### src/rtl/dac_cfg_sequencer_pkg.sv
// Shared types for the DAC/PLL configuration sequencer.
// Clock, rate and sequencer encodings plus the PLL select mapping.
package dac_cfg_sequencer_pkg;

    typedef enum logic [1:0] {
        BITRATE_X1 = 2'd0,
        BITRATE_X2 = 2'd1,
        BITRATE_X4 = 2'd2,
        BITRATE_X8 = 2'd3
    } BITRATE;

    typedef enum logic [2:0] {
        MCLK_128fs  = 3'd0,
        MCLK_256fs  = 3'd1,
        MCLK_384fs  = 3'd2,
        MCLK_512fs  = 3'd3,
        MCLK_768fs  = 3'd4,
        MCLK_1024fs = 3'd5,
        MCLK_1152fs = 3'd6,
        MCLK_1536fs = 3'd7
    } MCLK;

    typedef enum logic [1:0] {
        BITNUM_16 = 2'd0,
        BITNUM_24 = 2'd1,
        BITNUM_32 = 2'd2,
        BITNUM_1  = 2'd3
    } BITNUM;

    typedef enum logic [2:0] {
        INIT     = 3'd0,
        RUN      = 3'd1,
        MUTE     = 3'd2,
        RST_HOLD = 3'd3,
        PLL_WAIT = 3'd4,
        RELEASE  = 3'd5
    } SEQ_STATE;

    typedef struct packed {
        logic [1:0] f;
        logic       fam;
        logic       dsd_on;
        logic [2:0] mclk;
    } DAC_CFG;

    // Upper bit picks the 44.1k/48k family, lower bit the x3 (384/768fs) ratio.
    function automatic logic [1:0] pll_sel(input DAC_CFG c);
        logic x3;
        x3 = (c.mclk == MCLK_384fs) || (c.mclk == MCLK_768fs);
        return {c.fam, x3};
    endfunction

endpackage

### src/rtl/dac_cfg_sequencer_cfg_sync_debounce.sv
// Synchronizes MCU/jumper controls and debounces the format config.
// Reports the last config that stayed unchanged long enough.
module cfg_sync_debounce
    import dac_cfg_sequencer_pkg::*;
#(
    parameter int STABLE_CYCLES = 1024,
    parameter int CNT_W         = 17
) (
    input  logic       clk,
    input  logic       reset,
    input  logic [1:0] mcu_f,
    input  logic       mcu_44_48,
    input  logic       mcu_dsd_on,
    input  logic [2:0] mclk_sel,
    input  logic       mcu_mute,
    input  logic       mcu_dac_reset,
    output logic       cfg_stable,
    output DAC_CFG     stable_cfg,
    output logic       mute_sync,
    output logic       dac_reset_sync
);

    localparam logic [CNT_W-1:0] STABLE_MAX = CNT_W'(STABLE_CYCLES - 1);

    DAC_CFG           cfg_in;
    DAC_CFG           cfg_meta;
    DAC_CFG           cfg_sync;
    DAC_CFG           cfg_prev;
    DAC_CFG           cfg_held;
    logic [1:0]       ctl_meta;
    logic [1:0]       ctl_sync;
    logic [CNT_W-1:0] stable_cnt;

    assign cfg_in = {mcu_f, mcu_44_48, mcu_dsd_on, mclk_sel};

    always_ff @(posedge clk or posedge reset) begin
        if (reset) begin
            cfg_meta   <= '0;
            cfg_sync   <= '0;
            cfg_prev   <= '0;
            cfg_held   <= '0;
            ctl_meta   <= '0;
            ctl_sync   <= '0;
            stable_cnt <= '0;
        end else begin
            cfg_meta <= cfg_in;
            cfg_sync <= cfg_meta;
            ctl_meta <= {mcu_mute, mcu_dac_reset};
            ctl_sync <= ctl_meta;
            cfg_prev <= cfg_sync;
            if (cfg_sync != cfg_prev) begin
                stable_cnt <= '0;
            end else if (stable_cnt < STABLE_MAX) begin
                stable_cnt <= stable_cnt + 1'b1;
            end
            if (cfg_stable) begin
                cfg_held <= cfg_prev;
            end
        end
    end

    // cfg_prev is the value being counted, so a fresh glitch never looks stable.
    assign cfg_stable     = (stable_cnt >= STABLE_MAX);
    assign stable_cfg     = cfg_stable ? cfg_prev : cfg_held;
    assign mute_sync      = ctl_sync[1];
    assign dac_reset_sync = ctl_sync[0];

endmodule

### src/rtl/dac_cfg_sequencer.sv
// Click-free DAC/PLL reconfiguration sequencer.
// Mutes, holds reset, reprograms the PLL, waits for lock, then releases.
module dac_cfg_sequencer
    import dac_cfg_sequencer_pkg::*;
#(
    parameter int STABLE_CYCLES   = 1024,
    parameter int MUTE_CYCLES     = 4096,
    parameter int RESET_CYCLES    = 256,
    parameter int PLL_LOCK_CYCLES = 65536,
    parameter int CNT_W           = 17
) (
    input  logic       clk,
    input  logic       reset,
    input  logic [1:0] mcu_f,
    input  logic       mcu_44_48,
    input  logic       mcu_dsd_on,
    input  logic [2:0] mclk_sel,
    input  logic       mcu_mute,
    input  logic       mcu_dac_reset,
    output logic       dac_mute,
    output logic       dac_reset,
    output logic [1:0] dac_f,
    output logic       dac_44_48,
    output logic       dac_dsd,
    output logic [1:0] pll_s,
    output logic       datapath_rst,
    output logic       busy
);

    localparam logic [CNT_W-1:0] MUTE_LD  = CNT_W'(MUTE_CYCLES - 1);
    localparam logic [CNT_W-1:0] RESET_LD = CNT_W'(RESET_CYCLES - 1);
    localparam logic [CNT_W-1:0] PLL_LD   = CNT_W'(PLL_LOCK_CYCLES - 1);

    SEQ_STATE         state;
    DAC_CFG           cfg_app;
    logic [CNT_W-1:0] tmr;
    logic             cfg_stable;
    DAC_CFG           stable_cfg;
    logic             mute_sync;
    logic             dac_reset_sync;
    logic             tmr_done;
    logic             cfg_changed;

    cfg_sync_debounce #(
        .STABLE_CYCLES (STABLE_CYCLES),
        .CNT_W         (CNT_W)
    ) u_debounce (
        .clk            (clk),
        .reset          (reset),
        .mcu_f          (mcu_f),
        .mcu_44_48      (mcu_44_48),
        .mcu_dsd_on     (mcu_dsd_on),
        .mclk_sel       (mclk_sel),
        .mcu_mute       (mcu_mute),
        .mcu_dac_reset  (mcu_dac_reset),
        .cfg_stable     (cfg_stable),
        .stable_cfg     (stable_cfg),
        .mute_sync      (mute_sync),
        .dac_reset_sync (dac_reset_sync)
    );

    assign tmr_done    = (tmr == '0);
    assign cfg_changed = cfg_stable && (stable_cfg != cfg_app);

    // Outputs are registered from the next state, so they change with it.
    always_ff @(posedge clk or posedge reset) begin
        if (reset) begin
            state        <= INIT;
            dac_mute     <= 1'b1;
            dac_reset    <= 1'b1;
            datapath_rst <= 1'b1;
            busy         <= 1'b1;
            cfg_app      <= '0;
            pll_s        <= '0;
            tmr          <= '0;
        end else begin
            if (!tmr_done) begin
                tmr <= tmr - 1'b1;
            end
            unique case (state)
                INIT: begin
                    if (cfg_stable) begin
                        state   <= RST_HOLD;
                        tmr     <= RESET_LD;
                        cfg_app <= stable_cfg;
                        pll_s   <= pll_sel(stable_cfg);
                    end
                end
                RUN: begin
                    dac_mute <= mute_sync;
                    if (cfg_changed || dac_reset_sync) begin
                        state    <= MUTE;
                        tmr      <= MUTE_LD;
                        dac_mute <= 1'b1;
                        busy     <= 1'b1;
                    end
                end
                MUTE: begin
                    if (tmr_done) begin
                        state        <= RST_HOLD;
                        tmr          <= RESET_LD;
                        cfg_app      <= stable_cfg;
                        pll_s        <= pll_sel(stable_cfg);
                        dac_reset    <= 1'b1;
                        datapath_rst <= 1'b1;
                    end
                end
                RST_HOLD: begin
                    if (tmr_done) begin
                        state <= PLL_WAIT;
                        tmr   <= PLL_LD;
                    end
                end
                PLL_WAIT: begin
                    // An MCU reset request parks the sequence here.
                    if (tmr_done && !dac_reset_sync) begin
                        state        <= RELEASE;
                        tmr          <= MUTE_LD;
                        dac_reset    <= 1'b0;
                        datapath_rst <= 1'b0;
                    end
                end
                RELEASE: begin
                    if (tmr_done) begin
                        state    <= RUN;
                        dac_mute <= mute_sync;
                        busy     <= 1'b0;
                    end
                end
                default: begin
                    state <= INIT;
                end
            endcase
        end
    end

    assign dac_f     = cfg_app.f;
    assign dac_44_48 = cfg_app.fam;
    assign dac_dsd   = ~cfg_app.dsd_on;

endmodule

### config.mk
export PLATFORM = sky130hd
export DESIGN_NAME = dac_cfg_sequencer
export DESIGN_NICKNAME = d
export VERILOG_FILES = /design/src/rtl/dac_cfg_sequencer_pkg.sv /design/src/rtl/dac_cfg_sequencer_cfg_sync_debounce.sv /design/src/rtl/dac_cfg_sequencer.sv
export SDC_FILE = /design/constraint.sdc
export NUM_CORES = 1
export LEC_CHECK = 0
export CAP_MARGIN = 20
export CORE_ASPECT_RATIO = 1.5
export CORE_MARGIN = 3
export CORE_UTILIZATION = 45
export CTS_BUF_LIST = sky130_fd_sc_hd__clkbuf_8
export CTS_CLUSTER_SIZE = 40
export DETAILED_ROUTE_END_ITERATION = 12
export RECOVER_POWER = 100
export REMOVE_ABC_BUFFERS = 1
export SLEW_MARGIN = 20
export SYNTH_ARGS = -nofsm -noshare
export SYNTH_HDL_FRONTEND = slang
export SYNTH_SLANG_ARGS = --single-unit
export TNS_END_PERCENT = 20
### constraint.sdc
create_clock -name clk -period 5.7 [get_ports clk]
set_clock_uncertainty 0.05 [all_clocks]
set_input_delay 1.14 -clock clk [delete_from_list [all_inputs] [get_ports clk]]
set_output_delay 1.14 -clock clk [all_outputs]
set_load 0.005 [all_outputs]
* Word level (Yosys, flattened, before mapping)
Index checks and enable logic that the tools add are counted.
** Operators by class
- Add/subtract/negate cells :: 2
- Magnitude comparators :: 2
- Eq/ne operators :: 15
- Muxes and demuxes :: 32
- Bitwise operators :: 1
- Reduce and logical (&&, ||, !) cells :: 16
** Operators by type and width (number)
- 2-to-1 mux 17 bit :: 8
- case mux 17 bit (5 select lines) :: 1
- 2-to-1 mux 7 bit :: 3
- 2-to-1 mux 3 bit :: 6
- case mux 3 bit (6 select lines) :: 1
- adder 17 x 1 -> 17 bit (second input constant) :: 1
- >= comparator 17 x 10 -> 1 bit (second input constant) :: 1
- logical NOT 17 bit :: 1
- less-than comparator 17 x 10 -> 1 bit (second input constant) :: 1
- subtractor 17 x 1 -> 17 bit (second input constant) :: 1
- inequality test 7 bit :: 2
- case mux 7 bit (2 select lines) :: 1
- inequality test 2 bit (second input constant) :: 6
- equality test 3 x 2 -> 1 bit (second input constant) :: 3
- equality test 3 bit (second input constant) :: 3
- AND reduction 3 bit :: 3
- nonzero test 2 bit :: 4
- 2-to-1 mux 1 bit :: 6
- case mux 1 bit (2 select lines) :: 3
- AND reduction 6 bit :: 1
- 2-to-1 mux 2 bit :: 2
- case mux 2 bit (2 select lines) :: 1
- equality test 3 x 1 -> 1 bit (second input constant) :: 1
- logical NOT 3 bit :: 1
- 5 further kinds :: 7
** Storage, ports and cells
- Bits in registers :: 81
- Input port bits :: 11
- Logic and storage cells :: 97

* Logic depth before layout (Yosys ltp)
Gate-level depths: netlist (run 1).
- Depth after elaboration :: 7
- Depth in mapped cells :: 12

* Cells and area by module
From an unflattened synthesis (run 1), not the netlist that was laid out.
** Unflattened totals
- Cells, all modules :: 319
- Area total of the unflattened synthesis :: 3687.3 um^2
** Modules (own cells, without submodules)
- dac_cfg_sequencer :: times used 1, cells each 193, area each 1868.0 um^2, sequential area each 779.5 um^2
- cfg_sync_debounce :: times used 1, cells each 126, area each 1819.2 um^2, sequential area each 1226.2 um^2

* Worst setup path after synthesis (run 1)
OpenSTA, ideal clock, no wires.
- Path kind :: register to register
- From :: reg u_debounce.stable_cnt[0]
- To :: reg tmr[5]
- Arrival :: 2.421 ns
- Setup slack :: 3.099 ns
- Cell stages (with the launch flop) :: 11
- Buffers on the path :: 1
- Cell sequence :: dfrtp_1 > ha_1 > a21o_1 > and3_1 > buf_6 > nor2_4 > mux2i_1 > o221a_2 > a32oi_2 > o311ai_4 > nand2_1
** On the way
- Longest elaborated chain between the ends :: 7
- Elaborated cells on any way between the ends :: 8
** RTL lines
- start: declaration :: RTL line dac_cfg_sequencer_cfg_sync_debounce.sv:32 : logic [CNT_W-1:0] stable_cnt;
- start signal: assignment :: RTL line dac_cfg_sequencer_cfg_sync_debounce.sv:54 : stable_cnt <= stable_cnt + 1'b1;
- >= comparator 17 x 10 -> 1 bit (*) :: RTL line dac_cfg_sequencer_cfg_sync_debounce.sv:63 : assign cfg_stable = (stable_cnt >= STABLE_MAX);
- 2-to-1 mux 7 bit :: RTL line dac_cfg_sequencer_cfg_sync_debounce.sv:64 : assign stable_cfg = cfg_stable ? cfg_prev : cfg_held;
- inequality test 7 bit :: RTL line dac_cfg_sequencer.sv:63 : assign cfg_changed = cfg_stable && (stable_cfg != cfg_app);
- logical AND 1 bit :: RTL line dac_cfg_sequencer.sv:63
- logical OR 1 bit :: RTL line dac_cfg_sequencer.sv:91 : if (cfg_changed || dac_reset_sync) begin
- 2-to-1 mux 17 bit :: RTL line dac_cfg_sequencer.sv:91
- case mux 17 bit (5 select lines) (*) :: RTL line dac_cfg_sequencer.sv:80 : unique case (state)
- end signal: assignment :: RTL line dac_cfg_sequencer.sv:78 : tmr <= tmr - 1'b1;
- end: declaration :: RTL line dac_cfg_sequencer.sv:36 : logic [CNT_W-1:0] tmr;
Every way passes the cells marked *; elsewhere a longest branch is shown, timed or not.
A chain may end at the register's enable or synchronous reset.

* Worst setup path in the final report (run 1)
- From :: reg u_debounce.stable_cnt[0]
- To :: reg tmr[7]
Same word-level chain as after synthesis.

==> results of run 1 <==
[Yosys cell counts, types with 2 or more instances]
library cell | count | area, µm²
a21o_1 | 3 | 22.5
a21oi_1 | 11 | 55.1
a31oi_1 | 7 | 43.8
and2_1 | 6 | 37.5
and3_1 | 12 | 75.1
buf_2 | 2 | 10.0
buf_4 | 5 | 37.5
buf_6 | 2 | 22.5
clkbuf_1 | 5 | 18.8
dfrtp_1 | 77 | 1930
dfstp_2 | 3 | 78.8
ha_1 | 3 | 37.5
inv_1 | 17 | 63.8
mux2_2 | 2 | 22.5
mux2i_1 | 2 | 20.0
nand2_1 | 37 | 139
nand3_1 | 10 | 50.1
nand3b_1 | 3 | 22.5
nand4_1 | 4 | 25.0
nor2_1 | 39 | 146
nor2b_1 | 2 | 12.5
nor3_1 | 7 | 35.0
nor4_1 | 4 | 25.0
o211ai_1 | 2 | 15.0
o21ai_0 | 8 | 40.0
o21ai_1 | 7 | 35.0
o221a_2 | 2 | 22.5
o22ai_1 | 2 | 12.5
o31ai_1 | 3 | 22.5
xnor2_1 | 15 | 131
xor2_1 | 18 | 158
[power by group through the flow]
stage / Sequential [mW] / Clock, mW / Combinational, mW
6_report: 0.582 / 0.419 / 0.0233
5_1_grt: 0.583 / 0.447 / 0.0269
4_1_cts: 0.582 / 0.431 / 0.0261
3_5_place_dp: 0.594 / 0 / 0.0261
3_3_place_gp: 0.593 / 0 / 0.0258
2_1_floorplan: 0.592 / 0 / 0.0140
[final timing paths]
path                                                      startpoint                                    end  slack (ps)
worst max-delay path            u_debounce.stable_cnt[0]$_DFFE_PP0P_                       tmr[7]$_DFF_PP0_        1750
worst min-delay path                u_debounce.ctl_meta[1]$_DFF_PP0_       u_debounce.ctl_sync[1]$_DFF_PP0_         300
worst max register to register  u_debounce.stable_cnt[0]$_DFFE_PP0P_                       tmr[7]$_DFF_PP0_        1750
worst min register to register      u_debounce.ctl_meta[1]$_DFF_PP0_       u_debounce.ctl_sync[1]$_DFF_PP0_         300
max in group asynchronous                                      reset  u_debounce.stable_cnt[10]$_DFFE_PP0P_        2820
min in group asynchronous                                      reset                   state[0]$_DFFE_PP0P_        1560
[kinds of logic after synthesis]
kind of cell	Yosys count	share of synthesized area
simple gates	136	0.190
flops	80	0.549
compound gates	57	0.117
xor+xnor	33	0.0791
buf+inv	32	0.0428
mux	4	0.0116
fa+ha+maj	3	0.0103
[sequential cells by signal (all words and copies together) (netlist names), 2 cells and up]
name / cells
tmr: 17
state: 3
pll_s: 2
u_debounce.ctl_sync: 2
u_debounce.ctl_meta: 2
u_debounce.cfg_meta: 7
u_debounce.cfg_prev: 7
u_debounce.cfg_held: 7
u_debounce.stable_cnt: 17
cfg_app: 4
u_debounce.cfg_sync: 7
dac_f: 2
[area by class of cell]
cell class	count	area, µm²	share of cell area
Clock inverter	7	72.6	0.0180
Timing Repair Buffer	21	208	0.0515
Sequential cell	80	2010	0.497
Clock buffer	9	124	0.0307
Inverter	18	68.8	0.0171
Tap cell	102	128	0.0316
Multi-Input combinational cell	233	1430	0.354
[stage by stage]
step / hold slack (ps) / total power, mW / std cells / cell area, µm²
global route: 307 / 1.06 / 470 / 4040
global placement: 284 / 0.619 / 454 / 3900
floorplan: 281 / 0.606 / 331 / 3560
detailed placement: 286 / 0.620 / 454 / 3900
CTS: 306 / 1.04 / 470 / 4100
finish: 300 / 1.02 / 470 / 4040
[routing by layer]
metal  GRT usage  share of wire  up-vias
li1            -              -     1212
met1       0.194           0.44     1206
met2       0.288           0.51       30
met3      0.0347          0.026       14
met4      0.0700          0.022        0
met5           0              0        -
[worst reg2reg max path, cell delays in order, from the launching register on]
cell and delay, ps:
dfrtp_1 440, ha_1 280, a21o_1 190, and3_1 270
nor2_1 510, mux2i_1 420, o221a_2 300, a32oi_1 180
o311ai_0 1000, nand2_1 140
==> results.toml, run 1 <==
[floorplanning]
rows = 39
dieWidth_um = 79.6
floorplan.initialDensity = 0.471
fp.dieArea_mm2 = 0.00926
core-area_mm2 = 0.00776
ioPinCount = 21
die_y_um = 116

[worst_hold_path]
worstHoldPathCells = 0
hp-class = "register to register"

[synthesis]
yosys_warnings = 0
yosys_most_used_dff = "dfrtp_1"
syn_avg_cell_area_um2 = 10.6
yosys.cell_types.count = 56
synth_edf_count = 0
netlist_area_mm2 = 0.00365
synth-seq-area-share = 0.549
synth_cells = 345
ys_seq_elements = 80
synthArstFlopShare = 1.00

[power]
switching_share = 0.231
power_switching_mw = 0.236
pwr-share-comb = 0.023
power_per_cell_area_mw_per_mm2 = 254
p_leak_nw = 1.91
peakVddDrop_mv = 0.177
power_frac_seq = 0.568
clkPwrFrac = 0.409
p_int_mw = 0.788

[route]
avgViaCountPerCell = 5.24
ant_nets = 0
dr.pass1.iters = 4
drt-initial-drc-count = 121
wirelength_mm = 6.92
post_drt_wl_per_cell_um = 14.7
drc_errors = 0
vias = 2462

[global_routing]
grt_first_pass_wirelength_mm = 11.8
overflow = 0
grt_pass1_vias = 2507
grt_max_degree = 46
track_usage = 0.165
antenna_found_initial = 0

[clocking]
cts_sinks = 80
hold_buffers = 0
clk_latency_ps = 360
clock_path_buffers = 2
cts.clk_slew.worst_paths_ps = 80
cts_tree = "done"
cts-buffers-inserted = 9
cts-root-buf = "clkbuf_8"
ctsResizeCount = 0
post_cts_buffers = 0
ctsHtreeMaxLevel = 3

[outcome]
failed_checks = "max-capacitance violations, max-slew violations"
status = "finished, violations left"

[worst_setup_path]
worstSetupEndpointType = "register"
critPathMaxFanout = 8
crit_cells = 9
cp_slowest_cell = "o311ai_0"
r2r_cells = 9
worstPathRequired_ps = 5830
cpPeakStageDelay_ps = 1000
crit_chain = "ha_1 -> a21o_1 -> and3_1 -> nor2_1 -> mux2i_1 -> o221a_2 -> a32oi_1 -> o311ai_0 -> nand2_1"
crit_family = "compound AO/OA/AOI/OAI gates"
startpoint_type = "register"
worstSetupPathType = "register to register"
arrival_ps = 4080
critPathBufInv = 0

[job]
maxCapViolCount = 1

[cells_and_area]
post-route-util = 0.520
fillCellCount = 706
final_common_cell = "dfrtp_1"
nets = 377
diodes = 0
area_growth_pct = 10.5
drive_above_1_share = 0.0734
final_cell_mix = "dfrtp_1, nor2_1, nand2_1"

[place]
pre_cts_ws_ps = 2660
placement.io_buffers = 20
dp_hpwl_mm = 4.91
gp_congestion = 0.784

[sta]
max-slew-margin-rel = -0.0678
worst_slew_pin_slew_ps = 1590
hold_viol = 0
setup-violations-final = 0
fin_crit_ps = 3950
drv_slew = 37
min_period_over_period = 0.693
max_freq_mhz = 253
setup_tns_ps = 0
setup_slack_ps = 1750
rsz0062_at_grt = "no"
No activity file was read; power rests on OpenSTA's default activity.
==> run 2, diff against run 1 <==
--- a/config.mk
+++ b/config.mk
@@ -12,6 +12,7 @@
 export CTS_BUF_LIST = sky130_fd_sc_hd__clkbuf_8
 export CTS_CLUSTER_SIZE = 40
 export DETAILED_ROUTE_END_ITERATION = 12
+export PLACE_DENSITY = 0.65
 export RECOVER_POWER = 100
 export REMOVE_ABC_BUFFERS = 1
 export SLEW_MARGIN = 20
==> constraint.sdc (replaced) <==
create_clock -name clk -period 3.6 [get_ports clk]
set_clock_uncertainty 0.05 [all_clocks]
set_input_delay 0.72 -clock clk [delete_from_list [all_inputs] [get_ports clk]]
set_output_delay 0.72 -clock clk [all_outputs]
set_load 0.005 [all_outputs]
==> run 2 against run 1 <==
  * The flow still finishes with violations (max-capacitance violations, max-slew violations)
  * Hold slack improved by 3.6 ps
  * Power rose by 52%
  * Final cell count rose by 0.21%
  * Global-route usage rose by 0.057 points
  * Die area did not move
  * Clock power rose by 43%
  * Sequential power rose by 58%
  * Sequential share of layout area fell by 0.23 points
  * Non-clock buffer count rose by 1
  * Utilization rose by 0.24 points
  * Register-to-register slack got worse by 1300 ps
==> results.toml, run 2 (synthesized netlist as in run 1, its figures left out) <==
[outcome]
status = "finished, violations left"
failed_checks = "max-capacitance violations, max-slew violations"

[cells_and_area]
area_growth_pct = 11.0
seqCellArea_mm2 = 0.00201
reg_top3 = "tmr x17, u_debounce.stable_cnt x17"
nets = 378
final_common_cell = "dfrtp_1"
final_cell_mix = "dfrtp_1, nor2_1, nand2_1"
fillCellCount = 686
diodes = 0
drive_above_1_share = 0.0894
multi_input_area_mm2 = 0.00146

[route]
vias = 2489
drc_errors = 0
post_drt_wl_per_cell_um = 14.3
ant_nets = 0
dr.pass1.iters = 4
drt-initial-drc-count = 197
avgViaCountPerCell = 5.28
wirelength_mm = 6.74

[worst_setup_path]
r2r_slack_ps = 490
worstSetupPathType = "register to register"
worstPathRequired_ps = 3780
crit_chain = "ha_1 -> a21o_1 -> and3_1 -> o21ai_0 -> nand3b_1 -> a2111oi_4 -> a32oi_1 -> o311ai_4 -> nand2_1"
startpoint_type = "register"
cp_slowest_cell = "dfrtp_1"
arrival_ps = 3300
critPathMaxFanout = 7
worstSetupEndpointType = "register"
cpPeakStageDelay_ps = 450

[job]
maxCapViolCount = 1

[floorplanning]
floorplan.initialDensity = 0.471
die_y_um = 116
fp.dieArea_mm2 = 0.00926
core-area_mm2 = 0.00776
ioPinCount = 21
dieWidth_um = 79.6
rows = 39

[clocking]
cts-root-buf = "clkbuf_8"
cts.clk_slew.worst_paths_ps = 80
ctsHtreeMaxLevel = 3
clk_latency_ps = 360
clock_path_buffers = 2
cts_sinks = 80
hold_buffers = 0
cts-buffers-inserted = 9
cts_tree = "done"
ctsResizeCount = 0
post_cts_buffers = 0

[sta]
worst_slew_pin_slew_ps = 1500
max_freq_mhz = 321
setup_tns_ps = 0
setup_slack_ps = 487
fin_crit_ps = 3110
rsz0062_at_grt = "no"
drv_slew = 30
min_period_over_period = 0.865
max-slew-margin-rel = -0.00162
hold_viol = 0
setup-violations-final = 0

[place]
placement.io_buffers = 20
pre_cts_ws_ps = 564
dp_hpwl_mm = 4.90
gp_congestion = 0.855

[global_routing]
use_met3 = 0.0386
grt_pass1_vias = 2583
use_met2 = 0.289
overflow = 0
antenna_found_initial = 0
grt.busiest_layer = "met2"
grt_first_pass_wirelength_mm = 11.9
track_usage = 0.165
use_met1 = 0.189
grt_max_degree = 31

[worst_hold_path]
hp-class = "register to register"

[power]
peakVddDrop_mv = 0.337
power_per_cell_area_mw_per_mm2 = 384
p_leak_nw = 1.91
[run 2: path summary, 6_finish.rpt]
path	startpoint	to	cells after the start
min	u_debounce.cfg_meta[5]$_DFF_PP0_	u_debounce.cfg_sync[5]$_DFF_PP0_	0
max in group asynchronous	reset	u_debounce.cfg_prev[5]$_DFF_PP0_	3
min in group asynchronous	reset	u_debounce.stable_cnt[11]$_DFFE_PP0P_	2
min reg2reg	u_debounce.cfg_meta[5]$_DFF_PP0_	u_debounce.cfg_sync[5]$_DFF_PP0_	0
max reg2reg	u_debounce.stable_cnt[0]$_DFFE_PP0P_	tmr[3]$_DFF_PP0_	9
max	u_debounce.stable_cnt[0]$_DFFE_PP0P_	tmr[3]$_DFF_PP0_	9
[run 2: critical path, delay by kind of cell (launching register included)]
family / cells / cell delay (ps)
adder cells (fa/ha/maj): 1 / 280
AND/OR/NAND/NOR: 3 / 570
AO/OA/AOI/OAI: 5 / 1630
flip-flops: 1 / 450
[run 2: report_power, final]
group / internal, mW / total [mW] / switching (mW)
clock network: 0.256 / 0.600 / 0.344
logic: 0.0140 / 0.0369 / 0.0229
registers: 0.912 / 0.922 / 0.00961
[run 2: final cells by class]
class	count	area share
Timing Repair Buffer	22	0.0522
Clock inverter	7	0.0136
Inverter	18	0.0170
Tap cell	102	0.0315
Sequential cell	80	0.495
Clock buffer	9	0.0306
Multi-Input combinational cell	233	0.360
[run 2: per-layer routing]
layer  wire length (µm)  part of all wire  up-vias
met1               2830              0.42     1208
met2               3530              0.52       49
li1                   -                 -     1218
met3                226             0.034       14
met5                  0                 0        -
met4                151             0.022        0
[run 2: through the flow]
stage	total power [mW]	util	area, µm²	hold WS, ps	instances
6_report	1.56	0.522	4050	303	471
5_1_grt	1.62	0.522	4050	315	471
4_1_cts	1.59	0.527	4090	305	471
3_5_place_dp	0.982	0.504	3910	286	455
3_3_place_gp	0.981	0.504	3910	282	455
2_1_floorplan	0.959	-	3560	281	331
==> run 3, diff against run 2 <==
--- a/config.mk
+++ b/config.mk
@@ -12,6 +12,7 @@
 export CTS_BUF_LIST = sky130_fd_sc_hd__clkbuf_8
 export CTS_CLUSTER_SIZE = 40
 export DETAILED_ROUTE_END_ITERATION = 12
+export HOLD_SLACK_MARGIN = 0.05
 export PLACE_DENSITY = 0.65
 export RECOVER_POWER = 100
 export REMOVE_ABC_BUFFERS = 1
==> results of run 3 <==
Final layout, timing and power as in run 2 (identical DEF).
